`config.mk`:
```
export PLATFORM = sky130hd
export DESIGN_NAME = gbe64_frame_sequencer
export DESIGN_NICKNAME = d
export VERILOG_FILES = /design/src/rtl/gbe64_frame_sequencer.sv
export SDC_FILE = /design/constraint.sdc
export NUM_CORES = 1
export LEC_CHECK = 0
export ABC_AREA = 1
export CORE_MARGIN = 2
export CORE_UTILIZATION = 40
export DETAILED_ROUTE_END_ITERATION = 7
export DONT_BUFFER_PORTS = 1
export GPL_TIMING_DRIVEN = 0
export HOLD_SLACK_MARGIN = 0.15
export PLACE_DENSITY = 0.65
export SYNTH_ARGS = -nofsm -noshare
export SYNTH_HDL_FRONTEND = slang
export SYNTH_SLANG_ARGS = --single-unit
```
`constraint.sdc`:
```
create_clock -name user_clk -period 5.73 [get_ports user_clk]
set_input_delay 1.146 -clock user_clk [delete_from_list [all_inputs] [get_ports user_clk]]
set_output_delay 1.146 -clock user_clk [all_outputs]
set_load 0.02 [all_outputs]
```
`src/rtl/gbe64_frame_sequencer.sv`:
```
// Frames 64-bit photon words into 10GbE UDP payloads: header word, payload, early close on idle timeout.
// Optional XOR trailer word when GBE64_SEQ_CHECKSUM_EN is defined.
module gbe64_frame_sequencer #(
    parameter int          MAX_WORDS     = 1024,
    parameter int          FLUSH_TIMEOUT = 2048,
    parameter logic [63:0] PAD_WORD      = 64'hFFFF_FFFF_FFFF_FFFF
) (
    input  logic        user_clk,
    input  logic        user_rst,
    input  logic        enable,
    input  logic [31:0] words_per_frame,
    input  logic [7:0]  board_id,
    input  logic [39:0] timestamp,
    input  logic [63:0] fifo_dout,
    input  logic        fifo_empty,
    output logic        fifo_rd_en,
    output logic [63:0] tx_data,
    output logic        tx_valid,
    output logic        tx_end_of_frame,
    input  logic        tx_afull,
    output logic [15:0] frame_seq,
    output logic [15:0] timeout_count
);
    localparam int LW = $clog2(MAX_WORDS + 1);
    localparam int IW = $clog2(FLUSH_TIMEOUT + 1);

    typedef enum logic [2:0] {
        S_IDLE,
        S_HDR,
        S_PAYLOAD,
`ifdef GBE64_SEQ_CHECKSUM_EN
        S_TRAILER,
`endif
        S_PAD
    } state_t;

    state_t         state, state_next;
    logic [LW-1:0]  frame_len, len_q, cnt;
    logic [IW-1:0]  idle_cnt;
    logic           last_pop, idle_hit;
    logic           word_issue, word_eof, frame_done, frame_timeout;
    logic [63:0]    word_data, header;
`ifdef GBE64_SEQ_CHECKSUM_EN
    logic [63:0]    xor_acc;
    logic           pad_flag;
`endif

    always_comb begin
        if (words_per_frame == 32'd0)
            frame_len = LW'(1);
        else if (words_per_frame > 32'(MAX_WORDS))
            frame_len = LW'(MAX_WORDS);
        else
            frame_len = words_per_frame[LW-1:0];
    end

    assign header     = {board_id, frame_seq, timestamp};
    assign fifo_rd_en = (state == S_PAYLOAD) && !fifo_empty && !tx_afull;
    assign last_pop   = fifo_rd_en && (cnt == len_q - LW'(1));
    // Backpressure is not idleness: the idle counter only moves when the TX side could accept.
    assign idle_hit   = (state == S_PAYLOAD) && fifo_empty && !tx_afull &&
                        (idle_cnt == IW'(FLUSH_TIMEOUT - 1));

    always_ff @(posedge user_clk) begin
        if (user_rst)
            state <= S_IDLE;
        else
            state <= state_next;
    end

    always_comb begin
        state_next = state;
        case (state)
            S_IDLE:
                if (enable && !fifo_empty && !tx_afull) state_next = S_HDR;
            S_HDR:
                state_next = S_PAYLOAD;
            S_PAYLOAD:
`ifdef GBE64_SEQ_CHECKSUM_EN
                if (last_pop)      state_next = S_TRAILER;
`else
                if (last_pop)      state_next = S_IDLE;
`endif
                else if (idle_hit) state_next = S_PAD;
            S_PAD:
`ifdef GBE64_SEQ_CHECKSUM_EN
                if (!tx_afull) state_next = S_TRAILER;
            S_TRAILER:
                if (!tx_afull) state_next = S_IDLE;
`else
                if (!tx_afull) state_next = S_IDLE;
`endif
            default:
                state_next = S_IDLE;
        endcase
    end

    always_comb begin
        word_issue    = 1'b0;
        word_data     = 64'd0;
        word_eof      = 1'b0;
        frame_done    = 1'b0;
        frame_timeout = 1'b0;
        case (state)
            S_HDR: begin
                word_issue = 1'b1;
                word_data  = header;
            end
            S_PAYLOAD: begin
                if (fifo_rd_en) begin
                    word_issue = 1'b1;
                    word_data  = fifo_dout;
`ifndef GBE64_SEQ_CHECKSUM_EN
                    word_eof   = last_pop;
                    frame_done = last_pop;
`endif
                end
            end
            S_PAD: begin
                if (!tx_afull) begin
                    word_issue    = 1'b1;
                    word_data     = PAD_WORD;
`ifndef GBE64_SEQ_CHECKSUM_EN
                    word_eof      = 1'b1;
                    frame_done    = 1'b1;
                    frame_timeout = 1'b1;
`endif
                end
            end
`ifdef GBE64_SEQ_CHECKSUM_EN
            S_TRAILER: begin
                if (!tx_afull) begin
                    word_issue    = 1'b1;
                    word_data     = xor_acc;
                    word_eof      = 1'b1;
                    frame_done    = 1'b1;
                    frame_timeout = pad_flag;
                end
            end
`endif
            default: ;
        endcase
    end

    always_ff @(posedge user_clk) begin
        if (user_rst) begin
            tx_data         <= 64'd0;
            tx_valid        <= 1'b0;
            tx_end_of_frame <= 1'b0;
            frame_seq       <= 16'd0;
            timeout_count   <= 16'd0;
            len_q           <= '0;
            cnt             <= '0;
            idle_cnt        <= '0;
        end else begin
            tx_valid        <= word_issue;
            tx_end_of_frame <= word_eof;
            if (word_issue)
                tx_data <= word_data;
            if (frame_done)
                frame_seq <= frame_seq + 16'd1;
            if (frame_timeout && (timeout_count != 16'hFFFF))
                timeout_count <= timeout_count + 16'd1;
            // Length is latched once per frame so register writes only affect the next frame.
            if (state == S_HDR) begin
                len_q    <= frame_len;
                cnt      <= '0;
                idle_cnt <= '0;
            end else if (fifo_rd_en) begin
                cnt      <= cnt + LW'(1);
                idle_cnt <= '0;
            end else if ((state == S_PAYLOAD) && fifo_empty && !tx_afull) begin
                idle_cnt <= idle_cnt + IW'(1);
            end
        end
    end

`ifdef GBE64_SEQ_CHECKSUM_EN
    always_ff @(posedge user_clk) begin
        if (user_rst) begin
            xor_acc  <= 64'd0;
            pad_flag <= 1'b0;
        end else if (state == S_HDR) begin
            xor_acc  <= header;
            pad_flag <= 1'b0;
        end else if (word_issue && (state != S_TRAILER)) begin
            xor_acc  <= xor_acc ^ word_data;
            if (state == S_PAD)
                pad_flag <= 1'b1;
        end
    end
`endif

endmodule

```
==> summary.md <==
| Metric | Value |
|---|---|
| Post-synth top area cell | dfxtp_1 |
| Crit path required time | 4580 ps |
| GP Congestion | 0.841 |
| Total Routing Usage GR | 21.1% |
| Crit path DAT | 2420 ps |
| Max Root-Sink Buffers | 2 |
| Avg Cell Area, Syn | 7.15 sq um |
| Critical path class | in -> out |
| Mapped Nets | 1045 |
| First-pass GRT wire length | 27900 um |
| Area Overhead vs Synth | 13.5% |
| Grt met3 use | 6.56% |
| Die footprint | 0.0170 sq mm |
| Slew HR | 53.1% |
| Layout cell share with drive strength beyond 1 | 6.07% |
| Clock share of power | 37.1% |
| Fraction of the yosys area taken by sequential cells | 42.1% |
| Hold WC Path Type | reg -> reg |
| Num CTS Buffers | 17 |
| I/O pin total | 248 |
| H-tree depth | 4 |
| Asr flop ratio synth | 0% |
| Antenna violations before repair | 0 |
| Clock Skew | 5.40 ps |
| Vias per cell | 5.36 |
| Clock latency on the worst-skew pair | 410 ps |
| Pre-Repair DR Iteration Count | 5 |
| Global route hottest layer | met2 |
| Post-DP HPWL | 13800 um |
| Final WL | 18500 um |
| Final Critical Period | 3560 ps |
| Final Hold Vio Count | 0 |
| Most common flop cell mapped by yosys | dfxtp_1 |
| Crit path from | fifo_empty |
| Number of max-cap violations | 0 |
| Worst setup SP type | input pin |
| PortBufs | 0 |
| DRC violations left | 0 |
| Worst path max stage delay | 570 ps |
| Post-Syn Area | 0.00637 sq mm |
| Post-synth EDFFs | 0 |
| Root Buffer | clkbuf_16 |
| Netlist cell types | 36 |
| Period utilization | 62.2% |
| Buffers and inverters on the worst path | 3 |
| Post-CTS sizing | 0 |
| Clock Sink Count | 134 |
| Cell Int Power | 0.00192 W |
| Crit-path cells | inv_1 -> nand2_1 -> nor2_4 -> buf_2 -> buf_1 |
| CTS tree | yes |
| Reg-to-reg startpoint | len_q[0] |
| Post-route setup slack | 2170 ps |
| Ys Warns | 0 |
| Vias in the first global route | 5557 |
| Logic pwr share | 17.6% |
| Post-synthesis sequential element count | 134 |
| Power Dens Cells | 403 mW/mm^2 |
| Reg clk slew, reported paths | 60 ps |
| Critical Path Sink Type | primary output |
| Area contributors post-synth | dfxtp_1 42%, nand2_1 14%, a21oi_1 5.4% |
| Hold Buf Count CTS | 0 |
| Routed vias | 6105 |
| Max Clock Freq | 0.281 GHz |
| Total grt overflow | 0 |
| Pre-CTS setup slack | 2140 ps |
| Status | finished, final reports clean |
| Maximum VDD drop | 0.000231 V |
| RSZ-0062 raised after global routing | false |
| CP max stage cell | buf_1 |
| Largest net degree at the start of global routing | 17 |
| Worst-Margin Slew | 704 ps |
| Nets | 1064 |
| Initial drt markers | 311 |
| CP max FO | 10 |
| Fin. max-slew vios | 0 |
| Initial core utilization | 40.6% |
| # diodes | 0 |
| Power share of the sequential group | 45.3% |
| Post-DRT Antenna Nets | 0 |
| Die Span Y | 130 um |
| Leak | 2.50 nW |
| Final setup vio count | 0 |
| Hold_sp | len_q[10] |
| Switch Pwr | 0.000990 W |
| GRT met2 Usage | 32.8% |
| Setup bufs post-CTS | 0 |
| Critical path's top delay family | buffers and inverters |
| Core area | 0.0157 sq mm |
| Post-Synthesis Cells | 891 |
| Sw frac | 34.0% |
| TNS Setup | 0 ps |
| Synth top area share | 42.1% |
| Die width | 130 um |
| Routed WL per cell | 16.2 um |
| Rows | 46 |
| Met1 Use GR | 28.2% |
-- layout by cell type (no fill, tap or decap), drive strengths merged, types with 3 or more instances in the layout --
| master | Yosys | routed |
|---|---|---|
| nand2 | 233 | 233 |
| dfxtp | 134 | 134 |
| nor2 | 77 | 77 |
| inv | 72 | 72 |
| a21oi | 69 | 69 |
| o21ai | 61 | 61 |
| clkbuf | 32 | 56 |
| nand3 | 43 | 43 |
| a31oi | 35 | 35 |
| a221oi | 30 | 30 |
| nor3 | 23 | 23 |
| xor2 | 19 | 19 |
| nand4 | 13 | 13 |
| buf | 11 | 11 |
| xnor2 | 7 | 7 |
| nor4 | 7 | 7 |
| o22ai | 7 | 7 |
| ha | 5 | 5 |
| clkinv | 0 | 5 |
| nand3b | 4 | 4 |
| nor3b | 3 | 3 |
-- tightest hold or removal path: stages, from the launching register on --
cell     delay [ps]
dfxtp_1         320
nand2_1          60
nand2_1          40
-- path summary, 6_finish.rpt --
| path | to | cells past startpoint | slack, ps |
|---|---|---|---|
| worst max register to register | frame_seq[4] | 15 | 3530 |
| worst max-delay path | fifo_rd_en | 5 | 2170 |
| worst min-delay path | len_q[10] | 2 | 480 |
| worst min register to register | len_q[10] | 2 | 480 |
-- cells by family (layout without fill, tap and decap cells) --
kind of cell / Yosys count / in the layout / share of synthesized area, %
and+or+nand+nor: 406 / 406 / 27.4
AOI/OAI and AO/OA: 205 / 205 / 18.9
DFF: 134 / 134 / 42.1
buffers and inverters: 115 / 147 / 7.07
xor gates and xnor gates: 26 / 26 / 3.57
adders and majority gates: 5 / 5 / 0.982
-- registers in the layout (all words and copies together) (netlist names) --
name	flops
cnt	11
tx_data	64
timeout_count	16
idle_cnt	12
frame_seq	16
len_q	11
tx_valid	1
state	2
tx_end_of_frame	1
-- cell type report --
| class | count | area, sq um |
|---|---|---|
| well taps | 216 | 270 |
| clock inverters | 8 | 96.3 |
| flip-flops and latches | 134 | 2680 |
| plain buffers | 43 | 180 |
| multi-input cells | 642 | 3240 |
| clock buffers | 24 | 492 |
| fillers | 1623 | 8480 |
| inverters | 72 | 270 |
-- layer usage --
metal  wire length [um]  up-vias
met5                  0        -
met4                286        0
met1               8240     2794
met2               8390      225
met3               1540       19
li1                   -     3067
-- power groups by stage --
stage	sequential, W	combinational [W]	clock (W)
2_1_floorplan	0.00130	0.000391	0
3_3_place_gp	0.00134	0.000505	0
3_5_place_dp	0.00134	0.000511	0
4_1_cts	0.00132	0.000513	0.00110
5_1_grt	0.00133	0.000581	0.00114
6_report	0.00132	0.000513	0.00108
-- per-stage QoR --
| step | area (sq um) | hold WS, ps | utilization (%) | std cells | power [W] |
|---|---|---|---|---|---|
| 5_1_grt | 7230 | 496 | 46.0 | 1139 | 0.00306 |
| 6_report | 7230 | 475 | 46.0 | 1139 | 0.00291 |
| 2_1_floorplan | 6370 | 440 | - | 891 | 0.00169 |
| 3_5_place_dp | 6640 | 462 | 42.3 | 1107 | 0.00185 |
| 4_1_cts | 7230 | 473 | 46.0 | 1139 | 0.00294 |
| 3_3_place_gp | 6640 | 458 | 42.3 | 1107 | 0.00184 |
-- synthesized netlist by cell type, drive strengths merged, types with 13 or more instances --
master and number:
dfxtp 134, a221oi 30, xor2 19, nand4 13
o21ai 61, a31oi 35, clkbuf 32, nor2 77
a21oi 69, nor3 23, inv 72, nand2 233
nand3 43
No activity file was read; power rests on OpenSTA's default activity.
